$ cat src/rtl/spi_pkg.sv
// ============================================================================
//  Module      : spi_pkg
//  Description : Shared types and constants for the SPI MISO slave interface.
//  Revision    : 1.0 - initial release
// ============================================================================
`default_nettype none

package spi_pkg;

    localparam int SPI_DEFAULT_WIDTH = 16;

    typedef enum logic [1:0] {
        ST_IDLE  = 2'd0,
        ST_SHIFT = 2'd1,
        ST_DRAIN = 2'd2
    } spi_miso_state_t;

endpackage

`default_nettype wire

$ cat src/rtl/spi_miso_interface_if.sv
// ============================================================================
//  Module      : spi_miso_interface_if
//  Description : Transmit-load handshake and frame status bundle.
//  Revision    : 1.0 - initial release
// ============================================================================
`default_nettype none

interface spi_miso_interface_if
    import spi_pkg::*;
#(
    parameter int WIDTH = SPI_DEFAULT_WIDTH
) ();

    logic [WIDTH-1:0] tx_data;
    logic             tx_valid;
    logic             tx_ready;
    logic             frame_done;
    logic             frame_abort;
    logic             underrun;

    modport master (
        output tx_data, tx_valid,
        input  tx_ready, frame_done, frame_abort, underrun
    );

    modport slave (
        input  tx_data, tx_valid,
        output tx_ready, frame_done, frame_abort, underrun
    );

endinterface

`default_nettype wire

$ cat src/rtl/sync_edge_detect.sv
// ============================================================================
//  Module      : sync_edge_detect
//  Description : Multi-flop synchronizer with single-cycle rise/fall pulses.
//  Revision    : 1.0 - initial release
// ============================================================================
`default_nettype none

module sync_edge_detect #(
    parameter int   STAGES     = 2,
    parameter logic IDLE_LEVEL = 1'b0
) (
    input  wire logic clk,
    input  wire logic rst,
    input  wire logic i_async,
    output logic      o_rise,
    output logic      o_fall
);

    logic [STAGES-1:0] r_sync;
    logic              r_prev;
    logic              w_sync;

    always_ff @(posedge clk) begin
        if (rst) begin
            r_sync <= {STAGES{IDLE_LEVEL}};
            r_prev <= IDLE_LEVEL;
        end else begin
            r_sync <= {r_sync[STAGES-2:0], i_async};
            r_prev <= r_sync[STAGES-1];
        end
    end

    assign w_sync = r_sync[STAGES-1];
    assign o_rise = w_sync & ~r_prev;
    assign o_fall = ~w_sync & r_prev;

endmodule

`default_nettype wire

$ cat src/rtl/spi_miso_interface.sv
// ============================================================================
//  Module      : spi_miso_interface
//  Description : SPI mode-0 slave transmitter with holding register.
//                Optional macro SPI_MISO_REPEAT_EN repeats the last word on
//                underrun instead of sending zeros.
//  Revision    : 1.0 - initial release
// ============================================================================
`default_nettype none

module spi_miso_interface
    import spi_pkg::*;
#(
    parameter int WIDTH       = SPI_DEFAULT_WIDTH,
    parameter int SYNC_STAGES = 2
) (
    input  wire logic            sys_clk,
    input  wire logic            sys_reset,
    input  wire logic            spi_clk,
    input  wire logic            spi_cs_n,
    output logic                 spi_miso,
    output logic                 spi_miso_oe,
    spi_miso_interface_if.slave  bus
);

    localparam int                 c_cnt_w = $clog2(WIDTH + 1);
    localparam logic [c_cnt_w-1:0] c_last  = c_cnt_w'(WIDTH - 1);

    spi_miso_state_t    r_state, w_state_next;
    logic [WIDTH-1:0]   r_hold, r_shift, w_shift_next, w_load_word, w_underrun_word;
    logic               r_hold_full;
    logic [c_cnt_w-1:0] r_cnt, w_cnt_next;
    logic               w_start, w_done, w_abort, w_tx_fire;
    logic               r_done, r_abort, r_underrun, r_miso, r_oe;
    logic               w_sclk_rise, w_sclk_fall, w_cs_rise, w_cs_fall;

    sync_edge_detect #(.STAGES(SYNC_STAGES), .IDLE_LEVEL(1'b0)) u_sync_sclk (
        .clk     (sys_clk),
        .rst     (sys_reset),
        .i_async (spi_clk),
        .o_rise  (w_sclk_rise),
        .o_fall  (w_sclk_fall)
    );

    sync_edge_detect #(.STAGES(SYNC_STAGES), .IDLE_LEVEL(1'b1)) u_sync_cs (
        .clk     (sys_clk),
        .rst     (sys_reset),
        .i_async (spi_cs_n),
        .o_rise  (w_cs_rise),
        .o_fall  (w_cs_fall)
    );

`ifdef SPI_MISO_REPEAT_EN
    logic [WIDTH-1:0] r_last_word;

    always_ff @(posedge sys_clk) begin
        if (sys_reset) begin
            r_last_word <= '0;
        end else if (w_start) begin
            r_last_word <= w_load_word;
        end
    end

    assign w_underrun_word = r_last_word;
`else
    assign w_underrun_word = '0;
`endif

    assign w_tx_fire   = bus.tx_valid && !r_hold_full;
    assign w_load_word = r_hold_full ? r_hold : w_underrun_word;

    always_ff @(posedge sys_clk) begin
        if (sys_reset) begin
            r_state <= ST_IDLE;
        end else begin
            r_state <= w_state_next;
        end
    end

    always_comb begin
        w_state_next = r_state;
        w_shift_next = r_shift;
        w_cnt_next   = r_cnt;
        w_start      = 1'b0;
        w_done       = 1'b0;
        w_abort      = 1'b0;
        case (r_state)
            ST_IDLE: begin
                if (w_cs_fall) begin
                    w_start      = 1'b1;
                    w_state_next = ST_SHIFT;
                    w_shift_next = w_load_word;
                    w_cnt_next   = '0;
                end
            end
            ST_SHIFT: begin
                // CS release wins over any clock edge seen in the same cycle
                if (w_cs_rise) begin
                    w_abort      = 1'b1;
                    w_state_next = ST_IDLE;
                end else if (w_sclk_rise) begin
                    w_cnt_next = r_cnt + 1'b1;
                    if (r_cnt == c_last) begin
                        w_done       = 1'b1;
                        w_state_next = ST_DRAIN;
                    end
                end else if (w_sclk_fall) begin
                    w_shift_next = {r_shift[WIDTH-2:0], 1'b0};
                end
            end
            ST_DRAIN: begin
                if (w_cs_rise) begin
                    w_state_next = ST_IDLE;
                end
            end
            default: w_state_next = ST_IDLE;
        endcase
    end

    always_ff @(posedge sys_clk) begin
        if (sys_reset) begin
            r_hold      <= '0;
            r_hold_full <= 1'b0;
            r_shift     <= '0;
            r_cnt       <= '0;
            r_done      <= 1'b0;
            r_abort     <= 1'b0;
            r_underrun  <= 1'b0;
            r_miso      <= 1'b0;
            r_oe        <= 1'b0;
        end else begin
            // A word accepted during frame start is kept for the following frame
            if (w_tx_fire) begin
                r_hold      <= bus.tx_data;
                r_hold_full <= 1'b1;
            end else if (w_start) begin
                r_hold_full <= 1'b0;
            end
            r_shift    <= w_shift_next;
            r_cnt      <= w_cnt_next;
            r_done     <= w_done;
            r_abort    <= w_abort;
            r_underrun <= w_start && !r_hold_full;
            r_miso     <= (w_state_next == ST_SHIFT) && w_shift_next[WIDTH-1];
            r_oe       <= (w_state_next != ST_IDLE);
        end
    end

    assign spi_miso        = r_miso;
    assign spi_miso_oe     = r_oe;
    assign bus.tx_ready    = !r_hold_full;
    assign bus.frame_done  = r_done;
    assign bus.frame_abort = r_abort;
    assign bus.underrun    = r_underrun;

endmodule

`default_nettype wire

$ cat src/flat_wrapper.sv
// flat-port wrapper written by rule: the top's interface ports become plain ports
module spi_miso_interface_flat import spi_pkg::*;
#(
    parameter int WIDTH       = SPI_DEFAULT_WIDTH,
    parameter int SYNC_STAGES = 2
)
  (sys_clk, sys_reset, spi_clk, spi_cs_n, spi_miso, spi_miso_oe, bus_tx_data, bus_tx_valid, bus_tx_ready, bus_frame_done, bus_frame_abort, bus_underrun);
  spi_miso_interface_if #(.WIDTH(WIDTH)) bus_i ();
  input  wire logic sys_clk;
  input  wire logic sys_reset;
  input  wire logic spi_clk;
  input  wire logic spi_cs_n;
  output logic spi_miso;
  output logic spi_miso_oe;
  input wire logic [$bits(bus_i.tx_data)-1:0] bus_tx_data;
  input wire logic [$bits(bus_i.tx_valid)-1:0] bus_tx_valid;
  output wire logic [$bits(bus_i.tx_ready)-1:0] bus_tx_ready;
  output wire logic [$bits(bus_i.frame_done)-1:0] bus_frame_done;
  output wire logic [$bits(bus_i.frame_abort)-1:0] bus_frame_abort;
  output wire logic [$bits(bus_i.underrun)-1:0] bus_underrun;
  assign bus_i.tx_data = bus_tx_data;
  assign bus_i.tx_valid = bus_tx_valid;
  assign bus_tx_ready = bus_i.tx_ready;
  assign bus_frame_done = bus_i.frame_done;
  assign bus_frame_abort = bus_i.frame_abort;
  assign bus_underrun = bus_i.underrun;
  spi_miso_interface #(.WIDTH(WIDTH), .SYNC_STAGES(SYNC_STAGES)) u_core (.sys_clk(sys_clk), .sys_reset(sys_reset), .spi_clk(spi_clk), .spi_cs_n(spi_cs_n), .spi_miso(spi_miso), .spi_miso_oe(spi_miso_oe), .bus(bus_i));
endmodule
$ cat config.mk
export PLATFORM = sky130hd
export DESIGN_NAME = spi_miso_interface_flat
export DESIGN_NICKNAME = d
export VERILOG_FILES = /design/src/rtl/spi_pkg.sv /design/src/rtl/spi_miso_interface_if.sv /design/src/rtl/sync_edge_detect.sv /design/src/rtl/spi_miso_interface.sv /design/src/flat_wrapper.sv
export SDC_FILE = /design/constraint.sdc
export NUM_CORES = 1
export LEC_CHECK = 0
export ABC_AREA = 1
export CELL_PAD_IN_SITES_DETAIL_PLACEMENT = 1
export CELL_PAD_IN_SITES_GLOBAL_PLACEMENT = 1
export CORE_MARGIN = 2
export CORE_UTILIZATION = 40
export DETAILED_ROUTE_END_ITERATION = 7
export GPL_TIMING_DRIVEN = 0
export PLACE_DENSITY_LB_ADDON = 0.08
export SLEW_MARGIN = 5
export SYNTH_ARGS = -nofsm -noshare
export SYNTH_HDL_FRONTEND = slang
export SYNTH_SLANG_ARGS = --single-unit
export TNS_END_PERCENT = 5
$ cat constraint.sdc
create_clock -name sys_clk -period 2.3 [get_ports sys_clk]
set_clock_uncertainty 0.1 [all_clocks]
set_input_delay 0.69 -clock sys_clk [delete_from_list [all_inputs] [get_ports sys_clk]]
set_output_delay 0.69 -clock sys_clk [all_outputs]
set_load 0.005 [all_outputs]
==> reports/summary.log <==
qor: global_route.grt_antenna_before_repair 0
qor: hold_path.whs_endpoint u_core.u_sync_sclk.r_sync[1]$_SDFF_PP0_
qor: yosys.yosys.cell_types.count 27
qor: critical_path.timing.critical_path.cells inv_2 -> clkdlybuf4s50_1
qor: cells_and_area.layout.cell_area.non_filler 2630 um^2
qor: sta.layout_worst_path_cycle_share 0.906
qor: critical_path.path_delay_family buffers and inverters
qor: sta.finalCriticalPeriod 2.08 ns
qor: cts.ctsResizeCount 0
qor: status.status complete, no violations
qor: yosys.yosys.area_share.simple 0.293
qor: yosys.synth_largest_area_cell sky130_fd_sc_hd__dfxtp_1
qor: critical_path.worstSetupPathType flip-flop to primary output
qor: pwr.power_density 639 nW/um^2
qor: place.place_inst 373
qor: sta.layout_setup_ws 0.216 ns
qor: critical_path.setup.worst_path.start u_core.r_hold_full$_SDFFE_PP0P_
qor: floorplanning.die_h 77.9 um
qor: cts.clock-root-buffer sky130_fd_sc_hd__clkbuf_8
qor: yosys.xor_xnor_cell_area_share_of_the_yosys_netlist 0
qor: drt.drt_iter0_drc 105
qor: drt.vias_per_cell 4.96
qor: floorplanning.io_pins 27
qor: cells_and_area.leading_cell_types_in_the_layout_fill_and_taps_excluded sky130_fd_sc_hd__nor2_1, sky130_fd_sc_hd__dfxtp_1, sky130_fd_sc_hd__nand2_1
qor: global_route.grt_pass1_vias 1958
qor: cells_and_area.syn_to_final_growth 20.5%
qor: hold_path.worstHoldStart u_core.u_sync_sclk.r_sync[0]$_SDFF_PP0_
qor: cts.numCtsBuffers 5
qor: cts.cts_tree done
qor: yosys.ys_ff_latch 51
qor: critical_path.worst-path-buf-inv 2
qor: place.routabilityCongestion 0.766
qor: yosys.muxShareOfSynthArea 0
qor: place.dp_hpwl 3800 um
qor: global_route.first_pass_grt_wire_length 8960 um
qor: critical_path.slowest_stage_delay_on_critical_path 0.53 ns
qor: drt.drt-wirelength-per-cell 13.6 um
qor: cts.cts_max_level 2
qor: yosys.yosysSeqAreaShare 0.468
qor: sta.clock.fmax 0.480 GHz
qor: drt.ant_nets 0
qor: drt.drtPass1Iterations 4
qor: yosys.synthAdderAreaFrac 0.0115
qor: yosys.largest_family_of_logic_cells_by_synthesized_area simple AND/OR/NAND/NOR gates
qor: floorplanning.initial_utilization 0.422
qor: global_route.grtUsageTotal 0.189
qor: yosys.synth.top_cell.area_share 0.468
qor: yosys.syn_nets 300
qor: sta.slew_violations 0
qor: sta.relSlewSlack 0.547
qor: critical_path.worst_r2r_startpoint u_core.r_cnt[0]$_SDFFE_PP0P_
qor: critical_path.timing.reg2reg.setup_slack 0.73 ns
qor: hold_path.tightest_hold_check_type flip-flop to flip-flop
qor: hold_path.worst_hold_path.num_cells 2
qor: place.place_worst_setup_slack -0.0285 ns
qor: drt.drc 0
qor: sta.worst_slew_pin_slew 0.679 ns
qor: cells_and_area.finish.net_count 333
qor: pwr.power_leakage 0.000984 uW
qor: critical_path.start_kind flip-flop
qor: floorplanning.placeableCoreArea 5170 um^2
qor: cells_and_area.antenna_cells 0
qor: critical_path.rr_worst_depth 9
qor: cts.cts.reportedPaths.clkPinSlew 0.09 ns
qor: yosys.synth.cell_area 2180 um^2
qor: cells_and_area.final_core_util 0.508
qor: yosys.syn-mean-instance-area 7.88 um^2
qor: cts.cts_sinks 51
qor: pwr.worst_ir_drop_vdd 0.346 mV
qor: yosys.synth_area_leaders sky130_fd_sc_hd__dfxtp_1, sky130_fd_sc_hd__nor2_1, sky130_fd_sc_hd__a21oi_2, sky130_fd_sc_hd__nand2_1, sky130_fd_sc_hd__o21ai_0
qor: yosys.synth_compound_gate_area_share 0.169
qor: critical_path.cpMaxStageDelayCell sky130_fd_sc_hd__clkdlybuf4s50_1
qor: sta.grt_setup_unrepaired no
qor: critical_path.worst_path_arrival 1.29 ns
qor: floorplanning.dieArea 6060 um^2
qor: cells_and_area.proportion_of_layout_cells_with_a_drive_suffix_above_1 0.167
qor: critical_path.worstSetupEndpointType primary output
qor: cells_and_area.layout.cells.non_filler 381
qor: cts.cts_setup_buffers 0
qor: drt.wirelength 5190 um
qor: sta.finalHoldViolCount 0
qor: cts.hold_buffers 0
qor: critical_path.required_time_reported_for_the_critical_path_endpoint 1.51 ns
qor: cts.worst_skew_pair.late_latency 0.30 ns
qor: global_route.total_congestion_overflow_after_global_routing 0
qor: cts.cts.path.max_buffers 2
qor: drt.via_count 1891
qor: sta.setup_total_negative_slack 0 ns
qor: floorplanning.placementRows 26
qor: critical_path.timing.critical_path.fanout_max 4
qor: global_route.grt_max_degree 15
qor: cells_and_area.layout.cells.most_common sky130_fd_sc_hd__nor2_1
qor: place.placed_area 2530 um^2
qor: critical_path.r2r_end u_core.spi_miso_oe$_SDFF_PP0_
qor: floorplanning.die_x 77.9 um
qor: yosys.synthesis.yosys.warnings 0
qor: yosys.synthesis.instances 277
qor: job.cap_violations 0
qor: place.port-buffer-count 26
qor: sta.setup_viol_count_final 0
==> Yosys cell counts <==
| cell | n |
|---|---|
| sky130_fd_sc_hd__nor2_1 | 62 |
| sky130_fd_sc_hd__nand2_2 | 1 |
| sky130_fd_sc_hd__a21oi_2 | 19 |
| sky130_fd_sc_hd__nor2_4 | 3 |
| sky130_fd_sc_hd__dfxtp_1 | 51 |
| sky130_fd_sc_hd__nor2_2 | 2 |
| sky130_fd_sc_hd__nand3_1 | 19 |
| sky130_fd_sc_hd__clkbuf_1 | 4 |
| sky130_fd_sc_hd__o21ai_1 | 2 |
| sky130_fd_sc_hd__or2_2 | 2 |
| sky130_fd_sc_hd__o21ai_0 | 20 |
| sky130_fd_sc_hd__nand2_1 | 38 |
| sky130_fd_sc_hd__nand4_1 | 1 |
| sky130_fd_sc_hd__buf_8 | 1 |
| sky130_fd_sc_hd__clkbuf_2 | 1 |
| sky130_fd_sc_hd__inv_1 | 11 |
| sky130_fd_sc_hd__nor3_1 | 3 |
| sky130_fd_sc_hd__a21oi_1 | 17 |
| sky130_fd_sc_hd__ha_1 | 2 |
| sky130_fd_sc_hd__o21bai_1 | 1 |
| sky130_fd_sc_hd__buf_2 | 5 |
| sky130_fd_sc_hd__nand3_2 | 1 |
| sky130_fd_sc_hd__nand2_4 | 4 |
| sky130_fd_sc_hd__nor3b_1 | 1 |
| sky130_fd_sc_hd__buf_6 | 1 |
| sky130_fd_sc_hd__nor2_8 | 1 |
| sky130_fd_sc_hd__inv_2 | 4 |
==> stage by stage <==
stage	total power, uW	hold slack (ns)
floorplan	1070	0.288
global placement	1140	0.291
detailed placement	1140	0.298
CTS	1700	0.311
global route	1760	0.343
finish	1680	0.308
==> registers in the layout (all words and copies together), names as in the netlist, 2 cells and up <==
register and flops:
u_core.r_state 2, u_core.u_sync_cs.r_sync 2, u_core.r_hold 16, u_core.r_shift 16, u_core.r_cnt 5, u_core.u_sync_sclk.r_sync 2
==> power by group <==
group / switching [uW] / internal, uW / leakage, uW
Clock: 286 / 275 / 0.0000515
Combinational: 97.4 / 75.3 / 0.000516
Sequential: 27.2 / 919 / 0.000417
==> logic make-up (layout without fill, tap and decap cells) <==
group / Yosys count / after routing
AOI/OAI and AO/OA: 59 / 59
DFF: 51 / 51
adders and majority gates: 2 / 2
and+or+nand+nor: 138 / 138
buffers and inverters: 27 / 61
==> layer usage <==
| layer | global-route usage | routed length [um] |
|---|---|---|
| met4 | 0.0875 | 115 |
| met5 | 0 | 0 |
| met3 | 0.0291 | 100 |
| met1 | 0.203 | 2300 |
| met2 | 0.357 | 2680 |
==> worst max path at each step <==
stage	endpoint	slack, ns	cells past startpoint
after floorplan	u_core.r_cnt[2]$_SDFFE_PP0P_	0.80	3
after CTS	bus_tx_ready	0.20	2
after global placement	u_core.r_shift[7]$_SDFFE_PP0P_	-0.005	4
after detailed placement	u_core.r_cnt[4]$_SDFFE_PP0P_	-0.03	4
after global routing	bus_tx_ready	0.17	2
final	bus_tx_ready	0.22	2
==> area by class of cell <==
type	count	area, um^2
fill	625	2540
multi-input combinational	199	1030
sequential	51	1020
timing repair buffer	26	260
clock buffer	8	100
tap	70	87.6
buffer	12	71.3
inverter	15	56.3
==> worst reg2reg max path, stage by stage, from the launching register on <==
cell and delay, ns:
sky130_fd_sc_hd__dfxtp_1 0.40, sky130_fd_sc_hd__ha_1 0.19, sky130_fd_sc_hd__nand2_1 0.07, sky130_fd_sc_hd__nor2_1 0.13
sky130_fd_sc_hd__ha_1 0.19, sky130_fd_sc_hd__nand2_1 0.07, sky130_fd_sc_hd__nand3_1 0.07, sky130_fd_sc_hd__nand2_1 0.05
sky130_fd_sc_hd__nand2_1 0.11, sky130_fd_sc_hd__o21ai_1 0.08
Note: power is estimated with default switching activity, not from simulation.
